===== config.mk =====
export PLATFORM = sky130hd
export DESIGN_NAME = wb_arbiter
export DESIGN_NICKNAME = d
export VERILOG_FILES = /design/src/rtl/rrd_pkg.sv /design/src/rtl/wb_fifo.sv /design/src/rtl/wb_arbiter.sv
export SDC_FILE = /design/constraint.sdc
export NUM_CORES = 1
export LEC_CHECK = 0
export CORE_ASPECT_RATIO = 1.25
export CORE_MARGIN = 4
export CORE_UTILIZATION = 40
export CTS_CLUSTER_DIAMETER = 60
export CTS_CLUSTER_SIZE = 24
export DETAILED_ROUTE_END_ITERATION = 7
export PLACE_DENSITY_LB_ADDON = 0.15
export SLEW_MARGIN = 20
export SYNTH_ARGS = -nofsm -noshare
export SYNTH_HDL_FRONTEND = slang
export SYNTH_HIERARCHICAL = 1
export SYNTH_SLANG_ARGS = --single-unit

===== constraint.sdc =====
create_clock -name clk -period 5.8 [get_ports clk]
set_clock_uncertainty 0.05 [all_clocks]
set_input_delay 1.16 -clock clk [delete_from_list [all_inputs] [get_ports clk]]
set_output_delay 1.16 -clock clk [all_outputs]
set_load 0.05 [all_outputs]

===== src/rtl/rrd_pkg.sv =====
// Shared types and helpers for the register-file write-back arbiter.
// The geometry constants are the default register-file shape.
package rrd_pkg;

  localparam int S_INDEX = 5;
  localparam int S_WIDTH = 32;

  typedef struct packed {
    logic [S_INDEX-1:0] dest;
    logic [S_WIDTH-1:0] data;
  } wb_entry_t;

  localparam logic [S_INDEX-1:0] REG_ZERO = '0;

  function automatic int unsigned rr_next(input int unsigned idx, input int unsigned n);
    return (idx + 1 >= n) ? 0 : idx + 1;
  endfunction

endpackage


===== src/rtl/wb_fifo.sv =====
// Per-source result FIFO: binary read/write pointers plus an occupancy count.
// Callers must only push when !full and only pop when !empty.
module wb_fifo #(
  parameter int W     = 37,
  parameter int DEPTH = 2
) (
  input  logic         clk,
  input  logic         rst,
  input  logic         push,
  input  logic         pop,
  input  logic [W-1:0] din,
  output logic         full,
  output logic         empty,
  output logic [W-1:0] head
);

  localparam int AW = $clog2(DEPTH);

  logic [W-1:0]  mem [DEPTH];
  logic [AW-1:0] rd_ptr;
  logic [AW-1:0] wr_ptr;
  logic [AW:0]   count;

  assign full  = (count == (AW+1)'(DEPTH));
  assign empty = (count == '0);
  assign head  = mem[rd_ptr];

  // NOTE: storage has no reset; an entry is only ever read after count says it was written.
  always_ff @(posedge clk) begin
    if (push) mem[wr_ptr] <= din;
  end

  always_ff @(posedge clk or posedge rst) begin
    if (rst) begin
      rd_ptr <= '0;
      wr_ptr <= '0;
      count  <= '0;
    end else begin
      if (push) wr_ptr <= wr_ptr + 1'b1;
      if (pop)  rd_ptr <= rd_ptr + 1'b1;
      case ({push, pop})
        2'b10:   count <= count + 1'b1;
        2'b01:   count <= count - 1'b1;
        default: ;
      endcase
    end
  end

endmodule


===== src/rtl/wb_arbiter.sv =====
// Write-back arbiter: buffers execution-unit results per source and issues up to
// num_write_ports non-conflicting register-file writes per cycle, round-robin.
module wb_arbiter import rrd_pkg::*; #(
  parameter int s_index         = S_INDEX,
  parameter int s_width         = S_WIDTH,
  parameter int num_sources     = 4,
  parameter int num_write_ports = 2,
  parameter int fifo_depth      = 2
) (
  input  logic                                          clk,
  input  logic                                          rst,
  input  logic [num_sources-1:0]                        src_valid,
  output logic [num_sources-1:0]                        src_ready,
  input  logic [num_sources-1:0][s_index-1:0]           src_dest,
  input  logic [num_sources-1:0][s_width-1:0]           src_data,
  output logic [num_write_ports-1:0]                    ld,
  output logic [num_write_ports-1:0][s_index-1:0]       dest,
  output logic [num_write_ports-1:0][s_width-1:0]       in,
  output logic                                          busy
);

  localparam int NSRC = num_sources;
  localparam int NWP  = num_write_ports;
  localparam int PW   = (NSRC > 1) ? $clog2(NSRC) : 1;

  typedef struct packed {
    logic [s_index-1:0] dest;
    logic [s_width-1:0] data;
  } entry_t;

  entry_t                         head [NSRC];
  logic [NSRC-1:0]                full, empty, push, pop;
  logic [PW-1:0]                  rr_ptr, rr_nxt, idx;
  logic [NWP-1:0]                 ld_nxt;
  logic [NWP-1:0][s_index-1:0]    dest_nxt;
  logic [NWP-1:0][s_width-1:0]    in_nxt;
  logic                           conflict, granted;

  // Readiness comes from registered occupancy only, so no valid-to-ready path exists.
  assign src_ready = ~full;
  assign push      = src_valid & ~full;
  assign busy      = ~(&empty) | (|ld);

  for (genvar g = 0; g < NSRC; g++) begin : g_src
    wb_fifo #(.W($bits(entry_t)), .DEPTH(fifo_depth)) u_fifo (
      .clk   (clk),
      .rst   (rst),
      .push  (push[g]),
      .pop   (pop[g]),
      .din   ({src_dest[g], src_data[g]}),
      .full  (full[g]),
      .empty (empty[g]),
      .head  (head[g])
    );
  end

  // Scan heads from rr_ptr; each grant takes the lowest free port, so port k gets grant k.
  always_comb begin
    // NOTE: every signal gets a default before the scan so no path leaves one unassigned.
    pop      = '0;
    ld_nxt   = '0;
    dest_nxt = dest;
    in_nxt   = in;
    rr_nxt   = rr_ptr;
    idx      = '0;
    conflict = 1'b0;
    granted  = 1'b0;
    for (int k = 0; k < NSRC; k++) begin
      idx      = PW'((32'(rr_ptr) + k) % NSRC);
      conflict = 1'b0;
      granted  = 1'b0;
      if (!empty[idx]) begin
        if (head[idx].dest == s_index'(REG_ZERO)) begin
          pop[idx] = 1'b1;
        end else begin
          for (int p = 0; p < NWP; p++) begin
            if (ld_nxt[p] && dest_nxt[p] == head[idx].dest) conflict = 1'b1;
          end
          for (int p = 0; p < NWP; p++) begin
            if (!conflict && !granted && !ld_nxt[p]) begin
              ld_nxt[p]   = 1'b1;
              dest_nxt[p] = head[idx].dest;
              in_nxt[p]   = head[idx].data;
              granted     = 1'b1;
            end
          end
          if (granted) begin
            pop[idx] = 1'b1;
            rr_nxt   = PW'(rr_next(32'(idx), NSRC));
          end
        end
      end
    end
  end

  always_ff @(posedge clk or posedge rst) begin
    if (rst) begin
      rr_ptr <= '0;
      ld     <= '0;
      dest   <= '0;
      in     <= '0;
    end else begin
      rr_ptr <= rr_nxt;
      ld     <= ld_nxt;
      dest   <= dest_nxt;
      in     <= in_nxt;
    end
  end

endmodule


Word level (Yosys, flattened, before mapping)
Memories as Yosys holds them, arrays and structs flattened.
Cells that the tools add are included.
- $add $sub $neg: 22
- order comparisons: 16
- equal/unequal tests: 18
- mux-type cells: 145
- bitwise operators: 11
- reduce and logical (&&, ||, !) cells: 45
- operators with widths (cell ; count):
    64-bit 2-to-1 mux ; 8
    37-bit binary-select mux with 2-bit select ; 4
    37-bit 2-to-1 mux ; 8
    32-bit 2-to-1 mux ; 7
    10-bit 2-to-1 mux ; 8
    1-bit 2-to-1 mux ; 55
    2-bit 2-to-1 mux ; 24
    4-bit 2-to-1 mux ; 12
    5-bit 2-to-1 mux ; 7
    5-bit equality test ; 6
    3-bit >= comparator (second input constant) ; 8
    5-bit zero test ; 4
    1-bit logical AND ; 19
    2-bit equality test (second input constant) ; 8
    2-bit case mux with 2 select lines ; 4
    2-bit by 1-bit adder with 3-bit output (second input constant) ; 4
    1-bit zero test ; 12
    2-bit by 3-bit less-than comparator with 1-bit output (second input constant) ; 4
    2-bit NOT with 3-bit output ; 4
    4-bit bitwise OR ; 3
    1-bit adder (second input constant) ; 8
    2-bit by 1-bit adder with 2-bit output (second input constant) ; 4
    1-bit binary-select mux with 2-bit select ; 4
    1-bit demux with 2-bit select ; 4
    12 further kinds ; 28
- bits in registers: 94
- bits in writable memories: 296
- output and inout port bits: 81
- word-level logic and storage cells: 279
- memories: 4
- memory list (memory ; words ; bits a word ; rd ports ; clocked after Yosys merged registers in ; wr ports ; line ; text):
    g_src[0].u_fifo.mem ; 2 ; 37 ; 1 ; 0 ; 1 ; wb_fifo.sv:19 ; logic [W-1:0] mem [DEPTH];
    g_src[1].u_fifo.mem ; 2 ; 37 ; 1 ; 0 ; 1 ; wb_fifo.sv:19 ;
    g_src[2].u_fifo.mem ; 2 ; 37 ; 1 ; 0 ; 1 ; wb_fifo.sv:19 ;
    g_src[3].u_fifo.mem ; 2 ; 37 ; 1 ; 0 ; 1 ; wb_fifo.sv:19 ;

Depth between registers and ports, before layout
- word-level depth: 66
- mapped depth: 26
- gate-level depth less buffers: 16

Hierarchy
The synthesis kept the hierarchy.
- by module, submodules not included (module ; instances ; cells each ; area each (um^2)):
    wb_fifo ; 4 ; 132 ; 2940.3
    wb_arbiter ; 1 ; 844 ; 9180.1

Worst setup path after synthesis
OpenSTA, ideal clock, no wires.
- path type: flip-flop to flip-flop
- start: register rr_ptr[0]
- end: register g_src[0].u_fifo.count[1]
- setup time: 79 ps
- arrival time: 6214 ps
- required time: 5671 ps
- slack: -543 ps
- stages on the path, launching flop included: 24
- path buffers: 8
- clock period less this slack: 6343 ps
- cells stage by stage: dfrtp_1 -> buf_2 -> buf_2 -> buf_2 -> buf_2 -> buf_2 -> buf_2 -> inv_1 -> ha_1 -> clkbuf_1 -> mux4_2 -> clkbuf_1 -> nor3_1 -> a21oi_1 -> nor3_2 -> mux2i_1 -> xnor2_1 -> nor4_2 -> a31o_2 -> a21oi_1 -> a221o_1 -> ha_1 -> nor2_1 -> xor2_1
- word-level cells in the longest chain between the ends: 61
- ends and longest elaborated chain (item ; line ; text):
    from (decl) ; wb_arbiter.sv:33 ; logic [PW-1:0] rr_ptr, rr_nxt, idx;
    from (signal assigned) ; wb_arbiter.sv:103 ; rr_ptr <= rr_nxt;
    2-bit NOT with 3-bit output (not written as such) ; wb_arbiter.sv:73, wb_arbiter.sv:82 ;
    37-bit binary-select mux with 2-bit select ; wb_arbiter.sv:73, wb_arbiter.sv:82 ;
    37-bit 2-to-1 mux (2 in series) ; n/a ;
    5-bit zero test ; wb_arbiter.sv:73 ; if (head[idx].dest == s_index'(REG_ZERO)) begin
    10-bit 2-to-1 mux ; wb_arbiter.sv:73 ;
    10-bit 2-to-1 mux ; wb_arbiter.sv:72 ; if (!empty[idx]) begin
    5-bit equality test ; wb_arbiter.sv:77 ; if (ld_nxt[p] && dest_nxt[p] == head[idx].dest) conflict = 1'b1;
    1-bit logical AND ; wb_arbiter.sv:77 ;
    [... 45 more ...] ; n/a ;
    1-bit 2-to-1 mux ; wb_arbiter.sv:73 ;
    1-bit 2-to-1 mux ; wb_arbiter.sv:72 ;
    4-bit 2-to-1 mux ; wb_arbiter.sv:87 ; if (granted) begin
    4-bit 2-to-1 mux ; wb_arbiter.sv:73 ;
    4-bit 2-to-1 mux (*) ; wb_arbiter.sv:72 ;
    named net pop[0] ; wb_arbiter.sv:32 ; logic [NSRC-1:0] full, empty, push, pop;
    2-bit by 1-bit equality test with 1-bit output or 2-bit equality test (tied branches) ; wb_fifo.sv:41 ; case ({push, pop})
    2-bit case mux with 2 select lines or 2-bit nonzero test (tied branches) ; n/a ;
    to (signal assigned) ; wb_fifo.sv:42 ; 2'b10: count <= count + 1'b1;
    to (signal assigned) ; wb_fifo.sv:43 ; 2'b01: count <= count - 1'b1;
    to (decl) ; wb_fifo.sv:22 ; logic [AW:0] count;
Mark *: on every way through the listed nets, which the timed path passes. The rest lies on a longest branch. The select of a mux whose other input is x is not followed.
A chain may end at the register's enable or synchronous reset.

==> flow_summary.yaml <==
route:
  drcViolationCount: 0
  via_per_inst: 5.96
  num_vias: 13500
  ant_nets: 0
  wl_per_cell_um: 27.6
  drt-total-wl_mm: 62.7
  drt_iter0_drc: 1110
  firstDrtPassIters: 6
yosys:
  synth_top_family_by_area: "multiplexers"
  synthAdderAreaFrac_pct: 0.478
  syn_inst: 1372
  ys_types: 60
  synth_xor_xnor_area_share_pct: 1.30
  synth-main-ff-cell: "edfxtp_1"
  async_flop_share_pct: 24.1
  synth-seq-cells: 390
  seq_area_frac_synth_pct: 53.7
  synth_edf_count: 296
  yosys.area_share.simple_pct: 4.86
  muxShareOfSynthArea_pct: 29.2
  syn-cell-area_um2: 20900
  syn_nets: 1534
  ys_warn_count: 6
  synth_compound_area_share_pct: 7.35
  avgSynthCellArea_um2: 15.3
cts:
  cts_tree: "built"
  cts.sinks: 390
  htreeDepth: 2
  insertion_delay_ps: 550
  numCtsBuffers: 34
  post_cts_buffers: 0
  root_buffer: "clkbuf_16"
  clockBufferDepth: 3
  cts_hold_buf: 0
  clk_pin_slew_worst_paths_ps: 70
floorplanning:
  rows: 93
  core_area_um2: 51700
  start_util_pct: 40.5
  ioPinCount: 235
  die_area_um2: 56100
  die_y_um: 264
  fp.dieW_um: 213
grt:
  grt_antenna_before_repair: 2
  grt_pass1_wl_mm: 91.9
  track_usage_pct: 22.1
  grt_max_degree: 65
  overflow: 0
  grt_pass1_vias: 13900
sta:
  grt_setup_unrepaired: "false"
  hold_viol_final: 0
  setup_viol: 0
  worst_pin_slew_ps: 1050
  fin_crit_sh_pct: 92.2
  max_freq_mhz: 187
  finalMaxSlewViolations: 0
  min_period_ps: 5350
  max_slew_margin_pct: 29.5
  fin_setup_tns_ps: 0
setup_path:
  crit_slowest_cell: "or4_1"
  cp_num_buf_inv: 1
  max_stage_delay_ps: 760
  path_delay_family: "compound AO/OA/AOI/OAI gates"
  crit_path_end_kind: "flop"
  worst-path-max-fanout: 45
  path_class: "reg2reg"
  crit_top_cell: "xor2_1"
  arrival_ps: 5760
  critPathRequiredTime_ps: 6220
  startpoint_type: "flop"
  crit_path_cell_trace: "mux2_2, mux4_2, or4_1, o21ai_4, buf_4, o21a_1, o32ai_1, xor2_1, a31o_2, a21oi_1, a221o_1, ha_1, nor2_1, xor2_1"
finish:
  nFillCells: 4504
  drive_above_1_share_pct: 27.5
  syn_to_final_growth_pct: 20.4
  final_nets: 1743
place:
  place_congestion: 0.819
  io_buffers: 234
  dp_hpwl_mm: 42.2
hold_path:
  hold_path_class: "reg2reg"
run:
  max_cap_violations: 0
status:
  run_status: "complete, no violations"
==> timing repair <==
action	in CTS	in global routing
hold endpoints to repair	0	0
gates resized for setup	0	1
endpoints found under the setup margin	0	15
==> worst register-to-register path, cell delays in order, from the launching register on <==
cell	delay, ps
dfrtp_4	670
mux2_2	430
mux4_2	500
or4_1	760
o21ai_4	270
buf_4	500
o21a_1	210
o32ai_1	110
xor2_1	230
a31o_2	300
a21oi_1	350
a221o_1	320
ha_1	290
nor2_1	140
xor2_1	150
==> through the flow <==
step	setup WS (ps)	utilization (%)	hold slack, ps	instances	area (um^2)
final	453	48.8	434	2271	25200
after global routing	238	48.8	463	2271	25200
after CTS	280	48.8	436	2270	25200
after detailed placement	243	46.5	421	2210	24000
after global placement	408	46.5	425	2210	24000
after floorplan	71.2	-	406	1372	21000
==> logic make-up after synthesis <==
group / Yosys count
AOI/OAI and AO/OA: 224
xor gates and xnor gates: 31
adders and majority gates: 8
buffers and inverters: 139
DFF: 390
muxes: 370
and+or+nand+nor: 210
==> final cells by class <==
class	count	area [um^2]	share of cell area [%]
clock inverters	25	354	1.40
inverters	37	141	0.561
diodes	1	2.50	0.00992
multi-input cells	843	9130	36.2
clock buffers	35	855	3.39
well taps	665	832	3.30
repair buffers	275	2650	10.5
flip-flops and latches	390	11300	44.6
==> registers in the layout, indices dropped and copies added (netlist names) <==
register / flops
g_src.u_fifo/wr_ptr: 4
g_src.u_fifo/mem: 296
g_src.u_fifo/count: 8
ld: 2
in: 64
rr_ptr: 2
dest: 10
g_src.u_fifo/rd_ptr: 4
==> cells in the final DEF (no fill, tap or decap), types with 8 or more instances in the layout <==
cell	count
edfxtp_1	296
clkdlybuf4s50_1	234
mux4_2	152
dfrtp_1	88
mux2_4	80
mux2_2	79
nand2_1	64
nor2_1	62
mux2i_1	58
o21ai_0	57
a211oi_1	47
a21oi_1	45
buf_4	41
inv_1	36
clkbuf_16	34
or3_1	24
o221ai_1	21
xor2_1	16
nor2b_1	15
xnor2_1	15
a222oi_1	11
nor3_1	8
==> path summary, 6_finish.rpt <==
kind                            slack (ps)                              endpoint  depth (start not counted)                                 start
worst max-delay path                   450  g_src[2].u_fifo/count[1]$_DFFE_PP0P_                         14    g_src[2].u_fifo/rd_ptr$_DFFE_PP0P_
worst min-delay path                   430  g_src[0].u_fifo/count[1]$_DFFE_PP0P_                          1  g_src[0].u_fifo/count[1]$_DFFE_PP0P_
worst max register to register         450  g_src[2].u_fifo/count[1]$_DFFE_PP0P_                         14    g_src[2].u_fifo/rd_ptr$_DFFE_PP0P_
worst min register to register         430  g_src[0].u_fifo/count[1]$_DFFE_PP0P_                          1  g_src[0].u_fifo/count[1]$_DFFE_PP0P_
max in group asynchronous             3460                       ld[0]$_DFF_PP0_                          3                                   rst
min in group asynchronous             1100    g_src[0].u_fifo/wr_ptr$_DFFE_PP0P_                          2                                   rst
==> layer usage <==
| layer | vias to the layer above | wire length [um] | track usage, % |
|---|---|---|---|
| met3 | 89 | 2960 | 3.04 |
| met2 | 457 | 32500 | 38.7 |
| li1 | 5903 | - | - |
| met4 | 2 | 1860 | 5.94 |
| met5 | - | 13 | 0 |
| met1 | 7085 | 25300 | 28.8 |
==> synth_stat cells (4+ instances only) <==
library cell | instances | area [um^2]
o21ai_0 | 57 | 285
xnor2_1 | 15 | 131
buf_1 | 19 | 71.3
a22o_1 | 5 | 43.8
and2_1 | 5 | 31.3
nand2b_1 | 4 | 25.0
ha_1 | 8 | 100
a222oi_1 | 11 | 110
a21oi_1 | 46 | 230
dfrtp_1 | 94 | 2350
mux2_2 | 79 | 890
buf_6 | 14 | 158
mux2_4 | 80 | 1200
nand2_1 | 65 | 244
nor3_1 | 8 | 40.0
edfxtp_1 | 296 | 8890
clkbuf_1 | 44 | 165
nor2_1 | 68 | 255
xor2_1 | 16 | 140
a211oi_1 | 47 | 353
a221o_1 | 5 | 50.1
inv_1 | 37 | 139
buf_2 | 22 | 110
o221ai_1 | 21 | 184
or3_1 | 24 | 150
nor2b_1 | 15 | 93.8
a31oi_1 | 5 | 31.3
mux2i_1 | 58 | 581
mux4_2 | 152 | 3420
Power is left out: the tool's default activity adds up to more than one toggle a clock period on the data nets, which glitch-free logic cannot reach.
